===== config.mk =====
export PLATFORM = sky130hd
export DESIGN_NAME = ifu_prefetch_flat
export DESIGN_NICKNAME = d
export VERILOG_FILES = /design/src/rtl/ifu_prefetch_if.sv /design/src/rtl/ifu_prefetch.sv /design/src/flat_wrapper.sv
export SDC_FILE = /design/constraint.sdc
export NUM_CORES = 1
export LEC_CHECK = 0
export BUFFER_PORTS_ARGS = -buffer_cell sky130_fd_sc_hd__buf_2
export CORE_UTILIZATION = 40
export DETAILED_ROUTE_END_ITERATION = 7
export PLACE_DENSITY = 0.69
export SLEW_MARGIN = 20
export SYNTH_ARGS = -nofsm -noshare
export SYNTH_HDL_FRONTEND = slang
export SYNTH_SLANG_ARGS = --single-unit
export TNS_END_PERCENT = 30

===== constraint.sdc =====
create_clock -name clk -period 3 [get_ports clk]
set_clock_uncertainty 0.1 [all_clocks]
set_input_delay 0.15 -clock clk [delete_from_list [all_inputs] [get_ports clk]]
set_output_delay 0.15 -clock clk [all_outputs]
set_load 0.03 [all_outputs]

===== src/rtl/ifu_prefetch_if.sv =====
// Signal bundle between the prefetching IFU and its neighbours:
// imem request/response, decode handoff and fetch-stream redirect.
interface ifu_prefetch_if;
    logic        imem_req;
    logic [31:0] imem_addr;
    logic        imem_ready;
    logic        imem_rvalid;
    logic [31:0] imem_rdata;
    logic        instr_valid;
    logic [31:0] instr;
    logic [31:0] instr_pc;
    logic        instr_ready;
    logic        redirect_valid;
    logic [1:0]  redirect_mode;
    logic [31:0] redirect_pc;
    logic [15:0] redirect_imm16;
    logic [25:0] redirect_addr26;
    logic [31:0] redirect_target;

    modport master (
        output imem_req, imem_addr,
        input  imem_ready, imem_rvalid, imem_rdata,
        output instr_valid, instr, instr_pc,
        input  instr_ready,
        input  redirect_valid, redirect_mode, redirect_pc,
        input  redirect_imm16, redirect_addr26, redirect_target
    );

    modport slave (
        input  imem_req, imem_addr,
        output imem_ready, imem_rvalid, imem_rdata,
        input  instr_valid, instr, instr_pc,
        output instr_ready,
        output redirect_valid, redirect_mode, redirect_pc,
        output redirect_imm16, redirect_addr26, redirect_target
    );
endinterface


===== src/rtl/ifu_prefetch.sv =====
// Prefetching instruction fetch unit: in-order imem requests under a credit limit,
// instruction buffer towards decode, and redirects that drop stale in-flight words.
module ifu_prefetch #(
    parameter logic [31:0] RESET_PC        = 32'h0000_0000,
    parameter logic [31:0] EXC_VECTOR      = 32'h0000_0080,
    parameter int unsigned FIFO_DEPTH      = 4,
    parameter int unsigned MAX_OUTSTANDING = 2
) (
    input logic            clk,
    input logic            rst_n,
    ifu_prefetch_if.master bus
);

    localparam int unsigned PTR_W = $clog2(FIFO_DEPTH);
    localparam int unsigned CNT_W = $clog2(FIFO_DEPTH + 1);
    localparam int unsigned OUT_W = $clog2(MAX_OUTSTANDING + 1);
    localparam int unsigned SQ_W  = (MAX_OUTSTANDING > 1) ? $clog2(MAX_OUTSTANDING) : 1;

    logic [31:0]      fetch_pc_r;
    logic [OUT_W-1:0] out_r;
    logic [OUT_W-1:0] out_next_s;
    logic [OUT_W-1:0] drop_r;
    logic [OUT_W-1:0] drop_next_s;
    logic [CNT_W-1:0] cnt_r;
    logic [CNT_W-1:0] cnt_next_s;
    logic [PTR_W-1:0] rd_ptr_r;
    logic [PTR_W-1:0] wr_ptr_r;
    logic [31:0]      fifo_instr_r [FIFO_DEPTH];
    logic [31:0]      fifo_pc_r    [FIFO_DEPTH];
    logic [31:0]      sq_pc_r      [MAX_OUTSTANDING];
    logic [SQ_W-1:0]  sq_rd_r;
    logic [SQ_W-1:0]  sq_wr_r;
    logic             req_s;
    logic             accept_s;
    logic             push_s;
    logic             pop_s;
    logic [31:0]      occupancy_s;
    logic [31:0]      target_s;

    function automatic logic [31:0] redirect_target_f(
        input logic [1:0]  mode,
        input logic [31:0] pc,
        input logic [15:0] imm16,
        input logic [25:0] addr26,
        input logic [31:0] reg_target
    );
        logic [31:0] base;
        base = pc + 32'd4;
        case (mode)
            2'b00:   redirect_target_f = {base[31:28], addr26, 2'b00};
            2'b01:   redirect_target_f = base + {{14{imm16[15]}}, imm16, 2'b00};
            2'b10:   redirect_target_f = reg_target & ~32'h0000_0003;
            2'b11:   redirect_target_f = EXC_VECTOR;
            default: redirect_target_f = EXC_VECTOR;
        endcase
    endfunction

    // The PC side queue holds exactly the outstanding requests, so it wraps at MAX_OUTSTANDING.
    function automatic logic [SQ_W-1:0] sq_next_f(input logic [SQ_W-1:0] ptr);
        if (ptr == SQ_W'(MAX_OUTSTANDING - 1)) sq_next_f = {SQ_W{1'b0}};
        else                                   sq_next_f = ptr + SQ_W'(1);
    endfunction

    // Issue credit, handshake qualification and redirect target.
    always_comb begin
        occupancy_s = 32'(cnt_r) + 32'(out_r);
        req_s       = 1'b0;
        if (rst_n && !bus.redirect_valid && (32'(out_r) < MAX_OUTSTANDING) &&
            (occupancy_s < FIFO_DEPTH)) begin
            req_s = 1'b1;
        end else begin
            req_s = 1'b0;
        end
        accept_s = req_s & bus.imem_ready;
        pop_s    = (cnt_r != {CNT_W{1'b0}}) & bus.instr_ready & ~bus.redirect_valid;
        push_s   = bus.imem_rvalid & (drop_r == {OUT_W{1'b0}}) & ~bus.redirect_valid;
        target_s = redirect_target_f(bus.redirect_mode, bus.redirect_pc, bus.redirect_imm16,
                                     bus.redirect_addr26, bus.redirect_target);
    end

    // Next values of the outstanding, drop and buffer-occupancy counters.
    always_comb begin
        out_next_s  = out_r;
        drop_next_s = drop_r;
        cnt_next_s  = cnt_r;
        case ({accept_s, bus.imem_rvalid})
            2'b10:   out_next_s = out_r + OUT_W'(1);
            2'b01:   out_next_s = out_r - OUT_W'(1);
            default: out_next_s = out_r;
        endcase
        if (bus.redirect_valid) begin
            // No accept can happen here, so everything still in flight afterwards is stale.
            drop_next_s = out_next_s;
            cnt_next_s  = {CNT_W{1'b0}};
        end else begin
            if (bus.imem_rvalid && (drop_r != {OUT_W{1'b0}})) drop_next_s = drop_r - OUT_W'(1);
            else                                               drop_next_s = drop_r;
            case ({push_s, pop_s})
                2'b10:   cnt_next_s = cnt_r + CNT_W'(1);
                2'b01:   cnt_next_s = cnt_r - CNT_W'(1);
                default: cnt_next_s = cnt_r;
            endcase
        end
    end

    // Fetch PC, counters and buffer pointers.
    always_ff @(posedge clk or negedge rst_n) begin
        if (!rst_n) begin
            fetch_pc_r <= RESET_PC;
            out_r      <= {OUT_W{1'b0}};
            drop_r     <= {OUT_W{1'b0}};
            cnt_r      <= {CNT_W{1'b0}};
            rd_ptr_r   <= {PTR_W{1'b0}};
            wr_ptr_r   <= {PTR_W{1'b0}};
        end else begin
            out_r  <= out_next_s;
            drop_r <= drop_next_s;
            cnt_r  <= cnt_next_s;
            if (bus.redirect_valid) begin
                fetch_pc_r <= target_s;
                rd_ptr_r   <= {PTR_W{1'b0}};
                wr_ptr_r   <= {PTR_W{1'b0}};
            end else begin
                if (accept_s) fetch_pc_r <= fetch_pc_r + 32'd4;
                else          fetch_pc_r <= fetch_pc_r;
                if (push_s) wr_ptr_r <= wr_ptr_r + PTR_W'(1);
                else        wr_ptr_r <= wr_ptr_r;
                if (pop_s) rd_ptr_r <= rd_ptr_r + PTR_W'(1);
                else       rd_ptr_r <= rd_ptr_r;
            end
        end
    end

    // Instruction buffer storage.
    always_ff @(posedge clk or negedge rst_n) begin
        if (!rst_n) begin
            for (int unsigned i = 0; i < FIFO_DEPTH; i++) begin
                fifo_instr_r[i] <= 32'h0000_0000;
                fifo_pc_r[i]    <= 32'h0000_0000;
            end
        end else if (push_s) begin
            fifo_instr_r[wr_ptr_r] <= bus.imem_rdata;
            fifo_pc_r[wr_ptr_r]    <= sq_pc_r[sq_rd_r];
        end
    end

    // PC side queue: request address on accept, released by the matching response.
    always_ff @(posedge clk or negedge rst_n) begin
        if (!rst_n) begin
            for (int unsigned i = 0; i < MAX_OUTSTANDING; i++) sq_pc_r[i] <= 32'h0000_0000;
            sq_rd_r <= {SQ_W{1'b0}};
            sq_wr_r <= {SQ_W{1'b0}};
        end else begin
            if (accept_s) begin
                sq_pc_r[sq_wr_r] <= fetch_pc_r;
                sq_wr_r          <= sq_next_f(sq_wr_r);
            end
            if (bus.imem_rvalid) sq_rd_r <= sq_next_f(sq_rd_r);
        end
    end

    assign bus.imem_req    = req_s;
    assign bus.imem_addr   = fetch_pc_r;
    assign bus.instr_valid = (cnt_r != {CNT_W{1'b0}});
    assign bus.instr       = fifo_instr_r[rd_ptr_r];
    assign bus.instr_pc    = fifo_pc_r[rd_ptr_r];

endmodule


===== src/flat_wrapper.sv =====
// flat-port wrapper written by rule: the top's interface ports become plain ports
module ifu_prefetch_flat 
#(
    parameter logic [31:0] RESET_PC        = 32'h0000_0000,
    parameter logic [31:0] EXC_VECTOR      = 32'h0000_0080,
    parameter int unsigned FIFO_DEPTH      = 4,
    parameter int unsigned MAX_OUTSTANDING = 2
)
  (clk, rst_n, bus_imem_req, bus_imem_addr, bus_imem_ready, bus_imem_rvalid, bus_imem_rdata, bus_instr_valid, bus_instr, bus_instr_pc, bus_instr_ready, bus_redirect_valid, bus_redirect_mode, bus_redirect_pc, bus_redirect_imm16, bus_redirect_addr26, bus_redirect_target);
  ifu_prefetch_if bus_i ();
  input logic clk;
  input logic rst_n;
  output wire logic [$bits(bus_i.imem_req)-1:0] bus_imem_req;
  output wire logic [$bits(bus_i.imem_addr)-1:0] bus_imem_addr;
  input wire logic [$bits(bus_i.imem_ready)-1:0] bus_imem_ready;
  input wire logic [$bits(bus_i.imem_rvalid)-1:0] bus_imem_rvalid;
  input wire logic [$bits(bus_i.imem_rdata)-1:0] bus_imem_rdata;
  output wire logic [$bits(bus_i.instr_valid)-1:0] bus_instr_valid;
  output wire logic [$bits(bus_i.instr)-1:0] bus_instr;
  output wire logic [$bits(bus_i.instr_pc)-1:0] bus_instr_pc;
  input wire logic [$bits(bus_i.instr_ready)-1:0] bus_instr_ready;
  input wire logic [$bits(bus_i.redirect_valid)-1:0] bus_redirect_valid;
  input wire logic [$bits(bus_i.redirect_mode)-1:0] bus_redirect_mode;
  input wire logic [$bits(bus_i.redirect_pc)-1:0] bus_redirect_pc;
  input wire logic [$bits(bus_i.redirect_imm16)-1:0] bus_redirect_imm16;
  input wire logic [$bits(bus_i.redirect_addr26)-1:0] bus_redirect_addr26;
  input wire logic [$bits(bus_i.redirect_target)-1:0] bus_redirect_target;
  assign bus_imem_req = bus_i.imem_req;
  assign bus_imem_addr = bus_i.imem_addr;
  assign bus_i.imem_ready = bus_imem_ready;
  assign bus_i.imem_rvalid = bus_imem_rvalid;
  assign bus_i.imem_rdata = bus_imem_rdata;
  assign bus_instr_valid = bus_i.instr_valid;
  assign bus_instr = bus_i.instr;
  assign bus_instr_pc = bus_i.instr_pc;
  assign bus_i.instr_ready = bus_instr_ready;
  assign bus_i.redirect_valid = bus_redirect_valid;
  assign bus_i.redirect_mode = bus_redirect_mode;
  assign bus_i.redirect_pc = bus_redirect_pc;
  assign bus_i.redirect_imm16 = bus_redirect_imm16;
  assign bus_i.redirect_addr26 = bus_redirect_addr26;
  assign bus_i.redirect_target = bus_redirect_target;
  ifu_prefetch #(.RESET_PC(RESET_PC), .EXC_VECTOR(EXC_VECTOR), .FIFO_DEPTH(FIFO_DEPTH), .MAX_OUTSTANDING(MAX_OUTSTANDING)) u_core (.clk(clk), .rst_n(rst_n), .bus(bus_i));
endmodule

; Word level (Yosys, flattened, before mapping)
; Index checks and enable logic that the tools add are counted.
; Widths: inputs -> output; s select.
[word_totals]
latch_bits = 0
out_inout_bits = 98
n_memories = 0
reg_bits = 365
ramBits = 0
rom_bits = 0
input_bits = 146
elab_cells = 103
[op_classes]
add_sub_neg = 13
n_reduce_logical = 16
n_lt_le_gt_ge = 8
n_eq_ne = 7
mul = 0
shifts = 0
n_div = 0
mux = 31
n_bitwise = 10
[op_table]
columns = cell, n
row1 = $mux 32, 11
row2 = $bwmux 128, 2
row3 = $bmux 32 s2, 2
row4 = $pmux 32 s4, 1
row5 = $add 32x3->32 const B, 2
row6 = $bwmux 64, 1
row7 = $demux 32 s2, 1
row8 = $add 32x32->32, 1
row9 = $demux 32 s1, 1
row10 = $lt 32x3->1 const B, 1
row11 = $mux 2, 6
row12 = $reduce_bool 2->1, 5
row13 = $eq 2x2->1 const B, 4
row14 = $add 2x1->2 const B, 3
row15 = $eq 2x1->1 const B, 3
row16 = $ge 3x3->1 const B, 2
row17 = $logic_and 1x1->1, 6
row18 = $not 2->3, 2
row19 = $pmux 3 s2, 1
row20 = $reduce_bool 3->1, 2
row21 = $and 1x1->1, 5
row22 = $add 3x2->4, 1
row23 = $ge 2x2->1 const B, 2
row24 = $logic_not 2->1, 2
row25 = 13 further kinds, 18

; Depth between registers and ports, before layout
[logic_depth]
ltp_word = 9
ltp_mapped = 17
ltp_nobuf = 15

; Worst setup path before layout
; No wires, ideal clock.
[synth_timing]
path_type = input port to flip-flop
from = input bus_redirect_pc[5]
to = register u_core.fetch_pc_r[31] (netlist: u_core.bus.imem_addr[31])
path_slack_ns = -0.058
stages = 16
setup_ns = 0.119
required_ns = 2.781
arrival_time_ns = 2.839
path_buffers = 2
path_cell_list = and4_1 > buf_2 > nand4_2 > nor2_4 > nand2_1 > xnor2_1 > ha_1 > clkbuf_1 > nand4_1 > nor4_1 > o21ai_0 > a41oi_1 > a221o_1 > nor4_1 > a41o_1 > o21a_1
[synth_via]
elab_chain_cells = 4
[synth_rtl]
columns = element, line_no
row1 = start: declaration, flat_wrapper.sv:24  ; input wire logic [$bits(bus_i.redirect_pc)-1:0] bus_redirect_pc;
row2 = $add 32x3->32 *, ifu_prefetch.sv:48  ; base = pc + 32'd4;
row3 = $add 32x32->32, ifu_prefetch.sv:51  ; 2'b01: redirect_target_f = base + {{14{imm16[15]}}, imm16, 2'b00};
row4 = $pmux 32 s4 *, ifu_prefetch.sv:49  ; case (mode)
row5 = $mux 32 *, ifu_prefetch.sv:119  ; if (bus.redirect_valid) begin
row6 = end signal: assignment, ifu_prefetch.sv:120  ; fetch_pc_r <= target_s;
row7 = end signal: assignment, ifu_prefetch.sv:124  ; if (accept_s) fetch_pc_r <= fetch_pc_r + 32'd4;
row8 = end signal: assignment, ifu_prefetch.sv:125  ; else fetch_pc_r <= fetch_pc_r;
row9 = end: declaration, ifu_prefetch.sv:19  ; logic [31:0] fetch_pc_r;
; Mark *: on every way between the ends. The rest lies on a longest branch, timed or not.
; A chain may end at the register's enable or synchronous reset.

; Final worst setup path
[layout_timing]
from = input bus_redirect_pc[11]
to = register u_core.fetch_pc_r[31] (netlist: u_core.bus.imem_addr[31])
; Same word-level chain as after synthesis.

==> impl_metrics.yaml <==
outcome:
  status: "completed"
clock_tree:
  cts_htree_levels: 2
  cts_tree: "built"
  insertion_delay_ps: 550
  root_buffer: "clkbuf_16"
  clkSinkCount: 365
  numCtsBuffers: 41
  clkTransAtPathRegs_ps: 60
  post-cts-setup-buffers: 0
  cts_buffer_depth: 3
synthesis:
  avgSynthCellArea_um2: 11.6
  syn_area_um2: 18500
  ys_seq_elements: 365
  dominantRegCellSynth: "dfrtp_1"
  yosys_warnings: 0
  syn_inst: 1589
  seq_area_frac_synth_pct: 49.5
  ys_types: 67
  synth_edf_count: 0
  yosysTopAreaCellShare_pct: 49.5
  synth.area.top_cells: "dfrtp_1, mux2_2, mux4_2, o21ai_0, nand2_1"
  synthArstFlopShare_pct: 100
  synth_area_leader_cell: "dfrtp_1"
  synth_nets: 1780
worst_hold_path:
  min_to: "u_core.bus.imem_addr[20]$_DFFE_PN0N_"
  holdCritStartpoint: "bus_redirect_addr26[18]"
  whs_path_depth: 4
  min_path_type: "in -> reg"
grt:
  busiest_layer: "met2"
  grt_max_degree: 152
  grt_use_total_pct: 20.5
  use_met2_pct: 33.7
  grt_pass1_wl_um: 76700
  antenna_found_initial: 2
  grt_overflow: 0
  grt_pass1_vias: 14200
  gr-usage-met3_pct: 3.56
  grt_use_met1_pct: 27.9
drt:
  viasPerCell: 5.30
  drtPass1Iterations: 5
  drt_iter0_drc: 1002
  drt-wirelength-per-cell_um: 18.3
  via_count: 13700
  drc_errors: 0
  routed_wl_um: 47300
  route.antenna.remaining_nets: 0
floorplanning:
  die_h_um: 217
  ios: 244
  dieArea_um2: 47000
  num_rows: 78
  die_w_um: 217
  fp.coreArea_um2: 45500
  start_util_pct: 40.6
timing:
  drv_slew: 0
  rsz0062_at_grt: "no"
  tightest_slew_ps: 939
  max_freq_mhz: 363
  final-hold-violation-count: 0
  finalCritPeriodShare_pct: 91.8
  min_period_ps: 2750
  slew_headroom_pct: 37.4
  setup_viol: 0
setup_path:
  crit_family: "compound AO/OA/AOI/OAI gates"
  reg2regPathDepth: 9
  endpoint_kind: "flip-flop"
  arrival_ps: 3090
  r2r-start: "u_core.out_r[1]$_DFF_PN0_"
  cp.buffers_inverters: 1
  cp_common_cell: "nand2_1"
  r2r_slack_ps: 270
  crit_required_ps: 3340
  crit_fanout: 4
  start_kind: "input port"
  critPathSlowestCell: "a2111oi_1"
  criticalPathCategory: "in -> reg"
  slowest_delay_ps: 350
  path_cells: "buf_2, and4_1, nand2_1, nor2_1, nand2_1, xnor2_1, ha_1, a2111oi_1, o21ai_1, a31oi_1, a41oi_2, a221o_1, a41o_1, o21a_1"
  r2r-end: "u_core.drop_r[1]$_DFFE_PN0P_"
finish:
  final_nets: 2142
  fin_area_um2: 23100
  n_fill_cell: 4019
  final_cell_mix: "dfrtp_1, buf_2, nand2_1, mux2_2, o21ai_0"
  area_delta_synth_final_pct: 25.3
  multiInputGateArea_um2: 8930
  seqCellArea_um2: 9140
  drive_gt1_share_pct: 35.5
  fin_cells: 2581
  final_common_cell: "dfrtp_1"
place:
  placed_cell_area_um2: 21100
  dp_hpwl_um: 33100
  port_buffers: 241
  gp_congestion: 0.908
  dp_cells: 2449
power_and_ir_drop:
  peakVddDrop_mv: 0.637
  p_leak_nw: 10.7
  power.density_nw_per_um2: 840
job:
  cap_violations: 0
-- cell families after synthesis --
kind of cell	share of synthesized area, %
xor gates and xnor gates	3.80
AOI/OAI and AO/OA	9.20
adders and majority gates	3.13
and+or+nand+nor	9.18
DFF	49.5
muxes	22.8
buffers and inverters	2.47
-- synth_stat cells (33+ instances only) --
cell,n
a21oi_1,33
clkbuf_1,54
dfrtp_1,365
ha_1,43
mux2_2,188
mux2i_1,63
mux4_2,64
nand2_1,204
nand3_1,37
nor2_1,45
o21ai_0,181
xnor2_1,54
-- area by class of cell --
type	count	share of cell area [%]
antenna	1	0.0108
inverter	24	0.390
timing repair buffer	411	12.1
multi-input combinational	1108	38.6
clock buffer	52	4.92
clock inverter	20	1.17
sequential	365	39.5
tap	600	3.25
-- layer usage --
layer	vias to the layer above	wire length, um
met2	358	22600
met4	2	956
met3	73	2390
met5	-	12
li1	6459	-
met1	6799	21400
-- power by group --
part | total [mW] | switching (mW) | internal (mW) | leakage, nW
Sequential | 7.36 | 0.955 | 6.41 | 4.79
Combinational | 6.93 | 3.86 | 3.07 | 5.25
Clock | 5.14 | 2.07 | 3.07 | 0.691
-- how the worst max path moves through the flow --
stage / depth (start not counted) / startpoint / end / slack, ps
6_report: 14 / bus_redirect_pc[11] / u_core.bus.imem_addr[31]$_DFFE_PN0N_ / 250
5_1_grt: 18 / bus_redirect_pc[13] / u_core.bus.imem_addr[30]$_DFFE_PN0N_ / 6
4_1_cts: 9 / u_core.out_r[1]$_DFF_PN0_ / u_core.bus.imem_addr[12]$_DFFE_PN0N_ / 80
3_5_place_dp: 15 / bus_redirect_pc[11] / u_core.bus.imem_addr[31]$_DFFE_PN0N_ / -360
3_3_place_gp: 15 / bus_redirect_pc[11] / u_core.bus.imem_addr[31]$_DFFE_PN0N_ / -300
2_1_floorplan: 11 / u_core.out_r[1]$_DFF_PN0_ / u_core.drop_r[1]$_DFFE_PN0P_ / 30
-- registers in the layout, indices dropped and copies added (netlist names) --
signal and flops:
u_core.out_r 2, u_core.cnt_r 3, u_core.sq_wr_r 1, u_core.sq_rd_r 1
u_core.bus.imem_addr 32, u_core.fifo_pc_r 128, u_core.drop_r 2, u_core.sq_pc_r 64
u_core.wr_ptr_r 2, u_core.fifo_instr_r 128, u_core.rd_ptr_r 2
-- through the flow --
step	utilization (%)	total power [mW]	setup slack [ps]	setup TNS, ps	hold WS [ps]
6_report	50.9	19.4	245	0	2.67
5_1_grt	50.8	20.5	5.83	0	10.9
4_1_cts	50.7	19.6	77.2	0	0.957
3_5_place_dp	46.4	14.3	-365	-3780	272
3_3_place_gp	46.4	14.0	-300	-3020	245
2_1_floorplan	-	12.1	33.3	0	-246
-- worst register-to-register path: stages, from the launching register on --
cell      delay [ps]
dfrtp_1          410
or4b_1           540
a311oi_2         280
and2_2           270
inv_2            170
ha_1             350
nor2_1           140
xor2_1           210
nand2_1           70
o21ai_0          100
-- repair_timing --
action	CTS	global route
setup endpoints to repair	0	23
resized for setup	0	7
hold endpoints to repair	207	0
hold buffers	58	0
(Power assumes the default switching activity.)
